## src/rtl/fifo_playout_ctrl.sv

```systemverilog
// fifo_playout_ctrl: read-side scheduler for the DDS SSB UART sample FIFO.
// Waits for the FIFO to reach START_LEVEL, then pops one word every rate_div+1
// clocks and presents it as a registered sample. An empty FIFO on a due pop
// raises a one-cycle underrun pulse and re-primes through PREFILL.
// Optional feature: define PLAYOUT_UNDERRUN_CNT_EN to get a saturating
// underrun counter; otherwise underrun_count is tied to zero.
module fifo_playout_ctrl #(
    parameter int unsigned DATA_WIDTH  = 32,
    parameter int unsigned ADDR_WIDTH  = 10,
    parameter int unsigned DIV_WIDTH   = 16,
    parameter int unsigned START_LEVEL = 512,
    parameter int unsigned CNT_WIDTH   = 16
) (
    input  logic                  clk,
    input  logic                  rst,
    input  logic                  enable,
    input  logic [DIV_WIDTH-1:0]  rate_div,
    input  logic [ADDR_WIDTH:0]   fifo_count,
    input  logic                  fifo_empty,
    input  logic [DATA_WIDTH-1:0] fifo_dout,
    output logic                  fifo_rd_en,
    output logic [DATA_WIDTH-1:0] sample_out,
    output logic                  sample_valid,
    output logic                  underrun,
    output logic [CNT_WIDTH-1:0]  underrun_count,
    output logic [1:0]            state_out
);

    typedef enum logic [1:0] {
        StIdle     = 2'd0,
        StPrefill  = 2'd1,
        StPlay     = 2'd2,
        StUnderrun = 2'd3
    } state_e;

    localparam logic [ADDR_WIDTH:0] StartLevel = (ADDR_WIDTH + 1)'(START_LEVEL);

    state_e               state_q;
    logic [DIV_WIDTH-1:0] cnt_q;
    logic [DIV_WIDTH-1:0] div_q;
    logic                 rd_pending_q;
    logic                 tick;
    logic                 underrun_set;

    // End of a pacing period while playing out.
    assign tick         = (state_q == StPlay) && (cnt_q == div_q);
    assign underrun_set = tick & enable & fifo_empty;
    assign fifo_rd_en   = tick & enable & ~fifo_empty & ~rst;
    assign state_out    = state_q;

    // Playout state machine, pace counter and underrun pulse.
    always_ff @(posedge clk) begin
        if (rst) begin
            state_q  <= StIdle;
            cnt_q    <= '0;
            div_q    <= '0;
            underrun <= 1'b0;
        end else begin
            underrun <= 1'b0;
            if (!enable) begin
                state_q <= StIdle;
                cnt_q   <= '0;
            end else begin
                case (state_q)
                    StIdle: begin
                        state_q <= StPrefill;
                        cnt_q   <= '0;
                    end
                    StPrefill: begin
                        if (fifo_count >= StartLevel) begin
                            state_q <= StPlay;
                            cnt_q   <= '0;
                            div_q   <= rate_div;
                        end
                    end
                    StPlay: begin
                        if (tick) begin
                            // New divider only takes effect from the next period.
                            cnt_q <= '0;
                            div_q <= rate_div;
                            if (fifo_empty) begin
                                state_q  <= StUnderrun;
                                underrun <= 1'b1;
                            end
                        end else begin
                            cnt_q <= cnt_q + DIV_WIDTH'(1);
                        end
                    end
                    StUnderrun: begin
                        state_q <= StPrefill;
                    end
                    default: begin
                        state_q <= StIdle;
                    end
                endcase
            end
        end
    end

    // Read-data path: capture FIFO data one cycle after the pop, then pulse valid.
    always_ff @(posedge clk) begin
        if (rst) begin
            rd_pending_q <= 1'b0;
            sample_out   <= '0;
            sample_valid <= 1'b0;
        end else begin
            rd_pending_q <= fifo_rd_en;
            sample_valid <= rd_pending_q;
            if (rd_pending_q) begin
                sample_out <= fifo_dout;
            end
        end
    end

`ifdef PLAYOUT_UNDERRUN_CNT_EN
    logic [CNT_WIDTH-1:0] ucnt_q;

    // Saturating underrun total, cleared only by reset.
    always_ff @(posedge clk) begin
        if (rst) begin
            ucnt_q <= '0;
        end else if (underrun_set && (ucnt_q != {CNT_WIDTH{1'b1}})) begin
            ucnt_q <= ucnt_q + CNT_WIDTH'(1);
        end
    end

    assign underrun_count = ucnt_q;
`else
    assign underrun_count = '0;
`endif

endmodule
```

## config.mk

```make
export PLATFORM = sky130hd
export DESIGN_NAME = fifo_playout_ctrl
export DESIGN_NICKNAME = d
export VERILOG_FILES = /design/src/rtl/fifo_playout_ctrl.sv
export SDC_FILE = /design/constraint.sdc
export NUM_CORES = 1
export LEC_CHECK = 0
export ABC_AREA = 1
export CAP_MARGIN = 20
export CORE_UTILIZATION = 48
export CTS_BUF_LIST = sky130_fd_sc_hd__clkbuf_16
export CTS_CLUSTER_DIAMETER = 60
export DETAILED_ROUTE_END_ITERATION = 12
export MAX_ROUTING_LAYER = met4
export PLACE_DENSITY = 0.85
export SLEW_MARGIN = 20
export SYNTH_ARGS = -nofsm -noshare
export SYNTH_HDL_FRONTEND = slang
export SYNTH_SLANG_ARGS = --single-unit
export TNS_END_PERCENT = 100
```

## constraint.sdc

```tcl
create_clock -name clk -period 2.5 [get_ports clk]
set_input_delay 0.5 -clock clk [delete_from_list [all_inputs] [get_ports clk]]
set_output_delay 0.5 -clock clk [all_outputs]
set_load 0.005 [all_outputs]
```

==> run summary, run 1 <==
status -> completed
Die Height -> 83.5 um
area delta synth->final -> 38.8%
worst-margin pin slew -> 0.982 ns
DP Wirelength -> 5380 um
Max-Cap Viols -> 0
final setup vio count -> 0
CP Max Fanout -> 4
post-DR wirelength/cell -> 11.9 um
remaining antenna violation count -> 0
DR vias/cell -> 4.80
initial antenna violation count -> 0
ranking of synthesized cells by area -> dfxtp_1, nor2_1, nand2_1
CP endpoint kind -> primary output
clock skew -> 0.0118 ns
number of diodes -> 0
Critical Path RT -> 2.00 ns
ys flop type -> dfxtp_1
# IOs -> 116
sequential share of the synthesized area -> 43.4%
fill cell count -> 512
Starting Density -> 49.9%
Critical Path AT -> 1.79 ns
num rows -> 29
Synth area leader -> dfxtp_1
Yosys cell types -> 26
layout cells sized above 1 -> 6.41%
Final Hold Fails -> 0
DRC Markers -> 0
EDFF count, synth -> 0
Post-synth top cells -> nor2_1, nand2_1, dfxtp_1
multi-input combinational cell area -> 1480 um^2
Nets -> 639
grt ovf -> 0
fmax -> 0.436 GHz
via count -> 3142
Synth Cell Area -> 3190 um^2
post-synthesis register bit count -> 69
power per cell area -> 645 nW/um^2
CTS Buffer Depth -> 2
WL final -> 7780 um
TritonCTS sink count -> 69
P_leak -> 2.03 nW
post-synth top area share -> 43.4%
syn avg cell area -> 6.64 um^2
DR iter-0 viols -> 149
Num CTS Buffers -> 9
die area -> 6970 um^2
Clock Latency Late Sink -> 0.33 ns
Worst Path Class, Setup -> flop to primary output
core area -> 6390 um^2
Ys Warns -> 0
final core occ -> 69.2%
worst relative slew slack -> 34.4%
register clock-pin slew on the reported worst setup and hold paths -> 0.06 ns
global-route wire length before repair -> 13200 um
number of global-route vias before repair -> 3111
sequential cell area -> 1390 um^2
Port Buffers -> 90
Setup crit start kind -> flop
# H-tree levels -> 3
crit share post-route -> 91.7%
CTS root buf -> clkbuf_16
Cells after Synth -> 480
largest net degree at the start of global routing -> 34
RSZ-0062 raised after global routing -> false
VDD IR-drop max -> 574 uV
Synth async-reset ratio -> 0%
final setup TNS -> 0 ns
global placer's final weighted congestion -> 0.846
worst min-delay path class -> flop to flop
count leader, synth -> nor2_1
final cell count without fillers -> 654
Inst Count DP -> 637
gr usage total -> 24.2%
drt pass-1 iters -> 4
Final Max Slew Viols -> 0
Tmin final -> 2.29 ns
Die Width -> 83.5 um
CTS tree -> built
worst max-delay path, stage by stage (launching register included):
cell and delay [ns]:
dfxtp_1 0.35, inv_1 0.10, nand2_1 0.07, nand2_1 0.06, nor2_1 0.14, nand2_1 0.08, nor2_2 0.16, nand4_1 0.14
nor2_1 0.12, dlygate4sd2_1 0.26
flip-flops by register name, summed over array words and instances (netlist names):
name / cells
sample_valid: 1
cnt_q: 16
state_out: 2
underrun: 1
sample_out: 32
div_q: 16
rd_pending_q: 1
per-stage QoR:
stage / power [mW] / setup WS (ns) / cell area [um^2] / hold WS [ns]
floorplan: 1.38 / 0.850 / 3240 / 0.487
global placement: 1.48 / 0.120 / 4090 / 0.475
detailed placement: 1.49 / 0.0816 / 4090 / 0.486
CTS: 2.87 / 0.218 / 4420 / 0.501
global route: 2.96 / 0.0600 / 4420 / 0.528
finish: 2.85 / 0.207 / 4420 / 0.501
report_power, final:
group	total, mW	internal, mW	switching (mW)	leakage [nW]
Combinational	0.329	0.160	0.169	1.31
Sequential	1.15	1.13	0.0177	0.559
Clock	1.37	0.879	0.493	0.159
metal layers:
metal	part of all wire, %	vias to the layer above	routed length (um)	global-route usage, %
met5	0	-	0	-
met4	0.95	0	74	7.24
met3	8.0	7	626	9.50
met2	50	98	3860	42.6
met1	41	1419	3230	24.8
li1	-	1618	-	-
final timing paths:
check / slack (ns) / cells after the start / startpoint / endpoint
setup / recovery: 0.21 / 9 / cnt_q[12]$_SDFFE_PP0P_ / fifo_rd_en
hold / removal: 0.50 / 2 / sample_out[24]$_SDFFE_PP0P_ / sample_out[24]$_SDFFE_PP0P_
setup reg to reg: 0.49 / 8 / state_out[1]$_SDFFE_PP0P_ / cnt_q[9]$_SDFFE_PP0P_
hold reg to reg: 0.50 / 2 / sample_out[24]$_SDFFE_PP0P_ / sample_out[24]$_SDFFE_PP0P_
placed cells by master, fill, tap and decap left out, types with 2 or more instances in the layout:
cell type / synthesis / final
clkinv_4: 0 / 2
xor2_1: 4 / 4
clkbuf_16: 0 / 9
conb_1: 1 / 16
nand3_1: 14 / 14
nand4_1: 5 / 5
nand2_1: 111 / 111
dfxtp_2: 0 / 3
nor2_2: 2 / 2
inv_1: 42 / 43
bufinv_16: 0 / 2
nor2_1: 141 / 141
buf_4: 17 / 7
inv_2: 6 / 6
ha_1: 4 / 4
o21ai_0: 35 / 35
nor3_1: 7 / 7
clkdlybuf4s50_1: 0 / 89
dfxtp_1: 69 / 66
cell type report:
cell class                 instances  share of cell area [%]
tap                               77                    2.18
clock inverter                     7                    2.26
clock buffer                       9                    5.09
sequential                        69                    31.3
inverter                          48                    4.07
multi-input combinational        347                    33.5
timing repair buffer              97                    21.5
logic make-up after synthesis:
logic type	count (synthesis)	share of synthesized area, %
AO/OA/AOI/OAI	38	6.13
XOR/XNOR	4	1.10
adder cells (fa/ha/maj)	4	1.57
buffers and inverters	79	11.9
flip-flops	69	43.4
other	1	0.118
AND/OR/NAND/NOR	285	35.9
repair_timing:
item,4_1_cts,5_1_grt
gates resized for setup,4,0
hold buffers,0,0
endpoints found under the setup margin,1,0
setup buffers,1,0
Note: power is estimated with default switching activity, not from simulation.
==> inputs of run 2 (changes only) <==
--- a/config.mk
+++ b/config.mk
@@ -7,12 +7,12 @@
 export LEC_CHECK = 0
 export ABC_AREA = 1
 export CAP_MARGIN = 20
-export CORE_UTILIZATION = 48
+export CORE_UTILIZATION = 40
 export CTS_BUF_LIST = sky130_fd_sc_hd__clkbuf_16
 export CTS_CLUSTER_DIAMETER = 60
 export DETAILED_ROUTE_END_ITERATION = 12
 export MAX_ROUTING_LAYER = met4
-export PLACE_DENSITY = 0.85
+export PLACE_DENSITY = 0.73
 export SLEW_MARGIN = 20
 export SYNTH_ARGS = -nofsm -noshare
 export SYNTH_HDL_FRONTEND = slang
==> run summary, run 2 (synthesized netlist as in run 1, its figures left out) <==
cells along the critical path -> inv_2, nand2_1, nand2_1, nor2_2, nand2_1, nor2_2, nand4_1, nor2_1, dlygate4sd2_1 (was inv_1, nand2_1, nand2_1, nor2_1, nand2_1, nor2_2, nand4_1, nor2_1, dlygate4sd2_1)
initial antenna violation count -> 0 (unchanged)
Clock Power Share -> 43.7% (was 48.1%)
WHS Path Cells -> 2 (unchanged)
Critical Path AT -> 1.73 ns (was 1.79 ns)
Starting Density -> 41.2% (was 49.9%)
die area -> 8320 um^2 (was 6970 um^2)
via count -> 3117 (was 3142)
area delta synth->final -> 38.7% (was 38.8%)
clock skew -> 0.00834 ns (was 0.0118 ns)
CTS Buffer Depth -> 2 (unchanged)
Switching Fraction -> 25.6% (was 23.9%)
Psw -> 674 uW (was 680 uW)
DR vias/cell -> 4.58 (was 4.80)
WL final -> 7660 um (was 7780 um)
Gate power share -> 12.7% (was 11.5%)
Nets -> 640 (was 639)
layout cells sized above 1 -> 7.44% (was 6.41%)
grt ovf -> 0 (unchanged)
WP buf/inv -> 2 (unchanged)
Tot Pwr -> 2.63 mW (was 2.85 mW)
RSZ-0062 raised after global routing -> false (unchanged)
commonest non-fill, non-tap cell in the layout -> nor2_1 (unchanged)
gr usage total -> 20.2% (was 24.2%)
hold_ws -> 0.498 ns (was 0.501 ns)
cts hold-fix bufs -> 0 (unchanged)
Worst path max stage delay -> 0.38 ns (was 0.35 ns)
largest net degree at the start of global routing -> 49 (was 34)
VDD IR-drop max -> 323 uV (was 574 uV)
core area -> 7730 um^2 (was 6390 um^2)
final cell count without fillers -> 680 (was 654)
Final Max Slew Viols -> 0 (unchanged)
drt pass-1 iters -> 4 (unchanged)
Die Height -> 91.2 um (was 83.5 um)
Max-Cap Viols -> 0 (unchanged)
final setup TNS -> 0 ns (unchanged)
Inst Count DP -> 663 (was 637)
final setup vio count -> 0 (unchanged)
worst r2r path cells -> 11 (was 8)
Top Registers -> sample_out (32), cnt_q (16), div_q (16) (unchanged)
num rows -> 32 (was 29)
Reg power frac -> 43.6% (was 40.3%)
Worst Slack Setup Final -> 0.268 ns (was 0.207 ns)
fmax -> 0.448 GHz (was 0.436 GHz)
P_leak -> 2.02 nW (was 2.03 nW)
Final Hold Fails -> 0 (unchanged)
reg-to-reg slack, setup -> 0.54 ns (was 0.49 ns)
Die Width -> 91.2 um (was 83.5 um)
flip-flop count of the largest register after layout -> 32 (unchanged)
DR iter-0 viols -> 121 (was 149)
global placer's final weighted congestion -> 0.798 (was 0.846)
DRC Markers -> 0 (unchanged)
most frequent cells in the layout -> nor2_1, nand2_1, clkdlybuf4s50_1 (unchanged)
CP endpoint kind -> primary output (unchanged)
number of global-route vias before repair -> 2989 (was 3111)
Critical Path Stages -> 9 (unchanged)
post-placement setup slack -> 0.0944 ns (was 0.0816 ns)
TritonCTS sink count -> 69 (unchanged)
Critical Path RT -> 2.00 ns (about the same)
status -> completed (unchanged)
# IOs -> 116 (unchanged)
crit share post-route -> 89.3% (was 91.7%)
CTS tree -> built (unchanged)
Num CTS Buffers -> 9 (unchanged)
power per cell area -> 596 nW/um^2 (was 645 nW/um^2)
top cell family by delay on the critical path -> simple AND/OR/NAND/NOR gates (unchanged)
Slowest-stage cell, CP -> dfxtp_2 (was dfxtp_1)
global-route wire length before repair -> 13100 um (was 13200 um)
Tmin final -> 2.23 ns (was 2.29 ns)
CP Max Fanout -> 5 (was 4)
worst relative slew slack -> 65.5% (was 34.4%)
remaining antenna violation count -> 0 (unchanged)
Worst Path Class, Setup -> flop to primary output (unchanged)
Port Buffers -> 90 (unchanged)
DP Wirelength -> 5400 um (was 5380 um)
worst min-delay path class -> flop to flop (unchanged)
# H-tree levels -> 3 (unchanged)
most used cell, CP -> nand2_1 (unchanged)
Largest Register -> sample_out (unchanged)
number of diodes -> 0 (unchanged)
worst-margin pin slew -> 0.517 ns (was 0.982 ns)
CTS root buf -> clkbuf_16 (unchanged)
Setup crit start kind -> flop (unchanged)
register clock-pin slew on the reported worst setup and hold paths -> 0.06 ns (about the same)
Int Pwr -> 1.96 mW (was 2.17 mW)
Clock Latency Late Sink -> 0.33 ns (about the same)
post-DR wirelength/cell -> 11.3 um (was 11.9 um)
run 2: final timing paths:
path | startpoint | endpoint
min | sample_out[2]$_SDFFE_PP0P_ | sample_out[2]$_SDFFE_PP0P_
max reg2reg | state_out[1]$_SDFFE_PP0P_ | cnt_q[13]$_SDFFE_PP0P_
max | cnt_q[10]$_SDFFE_PP0P_ | fifo_rd_en
min reg2reg | sample_out[2]$_SDFFE_PP0P_ | sample_out[2]$_SDFFE_PP0P_
run 2: through the flow:
step                      utilization [%]  instance area [um^2]
after CTS                            57.2                  4420
final                                57.2                  4420
after floorplan                         -                  3240
after global placement               53.4                  4130
after global routing                 57.2                  4420
after detailed placement             53.4                  4130
run 2: per-layer routing:
layer	global-route usage [%]	routed length, um	vias to the layer above
met3	10.1	794	16
met2	32.6	3430	98
met1	21.4	3290	1384
met4	7.14	140	0
met5	-	0	-
li1	-	-	1619
run 2: power by group through the flow:
stage | Sequential [mW] | Clock, mW | Combinational, mW
2_1_floorplan | 1.17 | 0 | 0.206
4_1_cts | 1.15 | 1.18 | 0.336
5_1_grt | 1.15 | 1.23 | 0.376
6_report | 1.15 | 1.15 | 0.334
3_5_place_dp | 1.17 | 0 | 0.319
3_3_place_gp | 1.17 | 0 | 0.315
run 2: timing repair:
action | 4_1_cts | 5_1_grt
gates resized for setup | 12 | 0
hold endpoints to repair | 0 | 0
endpoints found under the setup margin | 1 | 0
buffers inserted | 1 | 0
run 2: worst min-delay path, delay by kind of cell, from the launching register on:
kind	cells	cell delay (ns)
flops	1	0.32
compound gates	1	0.07
simple gates	1	0.07
run 2: layout make-up:
| cell class | count | area, um^2 |
|---|---|---|
| well taps | 102 | 128 |
| fillers | 736 | 3310 |
| clock inverters | 7 | 42.5 |
| inverters | 48 | 180 |
| multi-input cells | 347 | 1490 |
| repair buffers | 98 | 960 |
| flip-flops and latches | 69 | 1390 |
| clock buffers | 9 | 225 |
==> inputs of run 3 (changes only) <==
--- a/config.mk
+++ b/config.mk
@@ -7,6 +7,7 @@
 export LEC_CHECK = 0
 export ABC_AREA = 1
 export CAP_MARGIN = 20
+export CORE_MARGIN = 10
 export CORE_UTILIZATION = 40
 export CTS_BUF_LIST = sky130_fd_sc_hd__clkbuf_16
 export CTS_CLUSTER_DIAMETER = 60
==> run summary, run 3 (synthesized netlist as in run 1, its figures left out) <==
status -> completed (unchanged)
worst relative slew slack -> 66.3% (was 65.5%)
worst r2r path cells -> 11 (unchanged)
Worst Path Class, Setup -> flop to primary output (unchanged)
fmax -> 0.436 GHz (was 0.448 GHz)
reg-to-reg slack, setup -> 0.52 ns (was 0.54 ns)
initial antenna violation count -> 0 (unchanged)
flip-flop count of the largest register after layout -> 32 (unchanged)
Setup crit start kind -> flop (unchanged)
WHS Path Cells -> 2 (unchanged)
Critical Path RT -> 2.00 ns (about the same)
drt pass-1 iters -> 4 (unchanged)
global-route wire length before repair -> 14000 um (was 13100 um)
Port Buffers -> 90 (unchanged)
power per cell area -> 615 nW/um^2 (was 596 nW/um^2)
Starting Density -> 41.2% (unchanged)
most frequent cells in the layout -> nor2_1, nand2_1, clkdlybuf4s50_1 (unchanged)
WL final -> 8420 um (was 7660 um)
hold endpoint -> sample_out[20]$_SDFFE_PP0P_ (was sample_out[2]$_SDFFE_PP0P_)
Die Height -> 109 um (was 91.2 um)
critical hold path startpoint -> sample_out[20]$_SDFFE_PP0P_ (was sample_out[2]$_SDFFE_PP0P_)
CTS tree -> built (unchanged)
Top Registers -> sample_out (32), cnt_q (16), div_q (16) (unchanged)
crit share post-route -> 91.7% (was 89.3%)
DR iter-0 viols -> 85 (was 121)
CTS root buf -> clkbuf_16 (unchanged)
Final Max Slew Viols -> 0 (unchanged)
r2r endpoint -> cnt_q[11]$_SDFFE_PP0P_ (was cnt_q[13]$_SDFFE_PP0P_)
gr usage total -> 15.3% (was 20.2%)
DR vias/cell -> 4.49 (was 4.58)
final setup vio count -> 0 (unchanged)
die area -> 11900 um^2 (was 8320 um^2)
register clock-pin slew on the reported worst setup and hold paths -> 0.06 ns (about the same)
P_leak -> 2.01 nW (was 2.02 nW)
worst min-delay path class -> flop to flop (unchanged)
number of diodes -> 0 (unchanged)
Num CTS Buffers -> 9 (unchanged)
num rows -> 32 (unchanged)
Max-Cap Viols -> 0 (unchanged)
TritonCTS sink count -> 69 (unchanged)
post-DR wirelength/cell -> 12.4 um (was 11.3 um)
CP Max Fanout -> 4 (was 5)
Die Width -> 109 um (was 91.2 um)
Clock Latency Late Sink -> 0.33 ns (about the same)
# Post-CTS Setup Buffers -> 0 (was 1)
VDD IR-drop max -> 312 uV (was 323 uV)
Largest Register -> sample_out (unchanged)
Tmin final -> 2.29 ns (was 2.23 ns)
area delta synth->final -> 39.0% (was 38.7%)
Nets -> 639 (was 640)
Final Hold Fails -> 0 (unchanged)
RSZ-0062 raised after global routing -> false (unchanged)
grt ovf -> 0 (unchanged)
Worst Slack Setup Final -> 0.208 ns (was 0.268 ns)
DP Wirelength -> 6370 um (was 5400 um)
final setup TNS -> 0 ns (unchanged)
core area -> 7730 um^2 (unchanged)
CP endpoint kind -> primary output (unchanged)
clock skew -> 0.00764 ns (was 0.00834 ns)
largest net degree at the start of global routing -> 36 (was 49)
# H-tree levels -> 3 (unchanged)
post-placement setup slack -> 0.0387 ns (was 0.0944 ns)
CTS Buffer Depth -> 2 (unchanged)
global placer's final weighted congestion -> 0.803 (was 0.798)
worst-margin pin slew -> 0.505 ns (was 0.517 ns)
number of global-route vias before repair -> 3102 (was 2989)
commonest non-fill, non-tap cell in the layout -> nor2_1 (unchanged)
DRC Markers -> 0 (unchanged)
layout cells sized above 1 -> 6.93% (was 7.44%)
via count -> 3046 (was 3117)
R2R Path Start -> state_out[1]$_SDFFE_PP0P_ (unchanged)
remaining antenna violation count -> 0 (unchanged)
Critical Path AT -> 1.79 ns (was 1.73 ns)
# IOs -> 116 (unchanged)
## run 3: cell type report
class	count	area, um^2
clock buffer	9	225
clock inverter	7	66.3
fill	728	3300
inverter	48	180
multi-input combinational	347	1490
sequential	69	1390
tap	102	128
timing repair buffer	97	952
## run 3: per-stage QoR
step / utilization [%] / instance area (um^2) / power [mW] / hold WS [ns] / cells
6_report: 57.3 / 4430 / 2.72 / 0.494 / 679
5_1_grt: 57.3 / 4430 / 2.84 / 0.524 / 679
4_1_cts: 57.3 / 4420 / 2.75 / 0.498 / 679
3_5_place_dp: 53.4 / 4130 / 1.49 / 0.486 / 663
3_3_place_gp: 53.4 / 4130 / 1.49 / 0.474 / 663
2_1_floorplan: - / 3240 / 1.38 / 0.487 / 495
## run 3: power breakdown
part / switching [mW] / internal [mW]
clock: 0.484 / 0.764
sequential: 0.0179 / 1.13
combinational: 0.168 / 0.157
## run 3: routing by layer
layer	routed length (um)	up-vias	track usage, %	share of wire (%)
li1	-	1617	-	-
met1	3560	1328	16.1	42
met2	3760	91	24.0	45
met3	980	10	7.61	12
met4	110	0	6.13	1.3
met5	0	-	-	0
## run 3: timing repair
item	4_1_cts	5_1_grt
setup endpoints to repair	1	1
hold buffers	0	0
resized for setup	8	1
pin swaps	2	1
## run 3: worst max path at each step
stage / from / endpoint / slack (ns) / depth (start not counted)
2_1_floorplan: state_out[1]$_SDFFE_PP0P_ / cnt_q[12]$_SDFFE_PP0P_ / 0.85 / 11
3_3_place_gp: enable / fifo_rd_en / 0.06 / 6
3_5_place_dp: enable / fifo_rd_en / 0.04 / 6
4_1_cts: cnt_q[4]$_SDFFE_PP0P_ / fifo_rd_en / 0.18 / 9
5_1_grt: cnt_q[6]$_SDFFE_PP0P_ / fifo_rd_en / 0.003 / 9
6_report: cnt_q[6]$_SDFFE_PP0P_ / fifo_rd_en / 0.21 / 9
## run 3: critical path: stages, from the launching register on
cell and delay (ns):
dfxtp_1 0.38, inv_1 0.08, nand2_1 0.06, nand2_1 0.04, nor2_1 0.08, nand2_1 0.10, nor2_4 0.15, nand4_1 0.16
nor2_1 0.15, dlygate4sd2_1 0.27
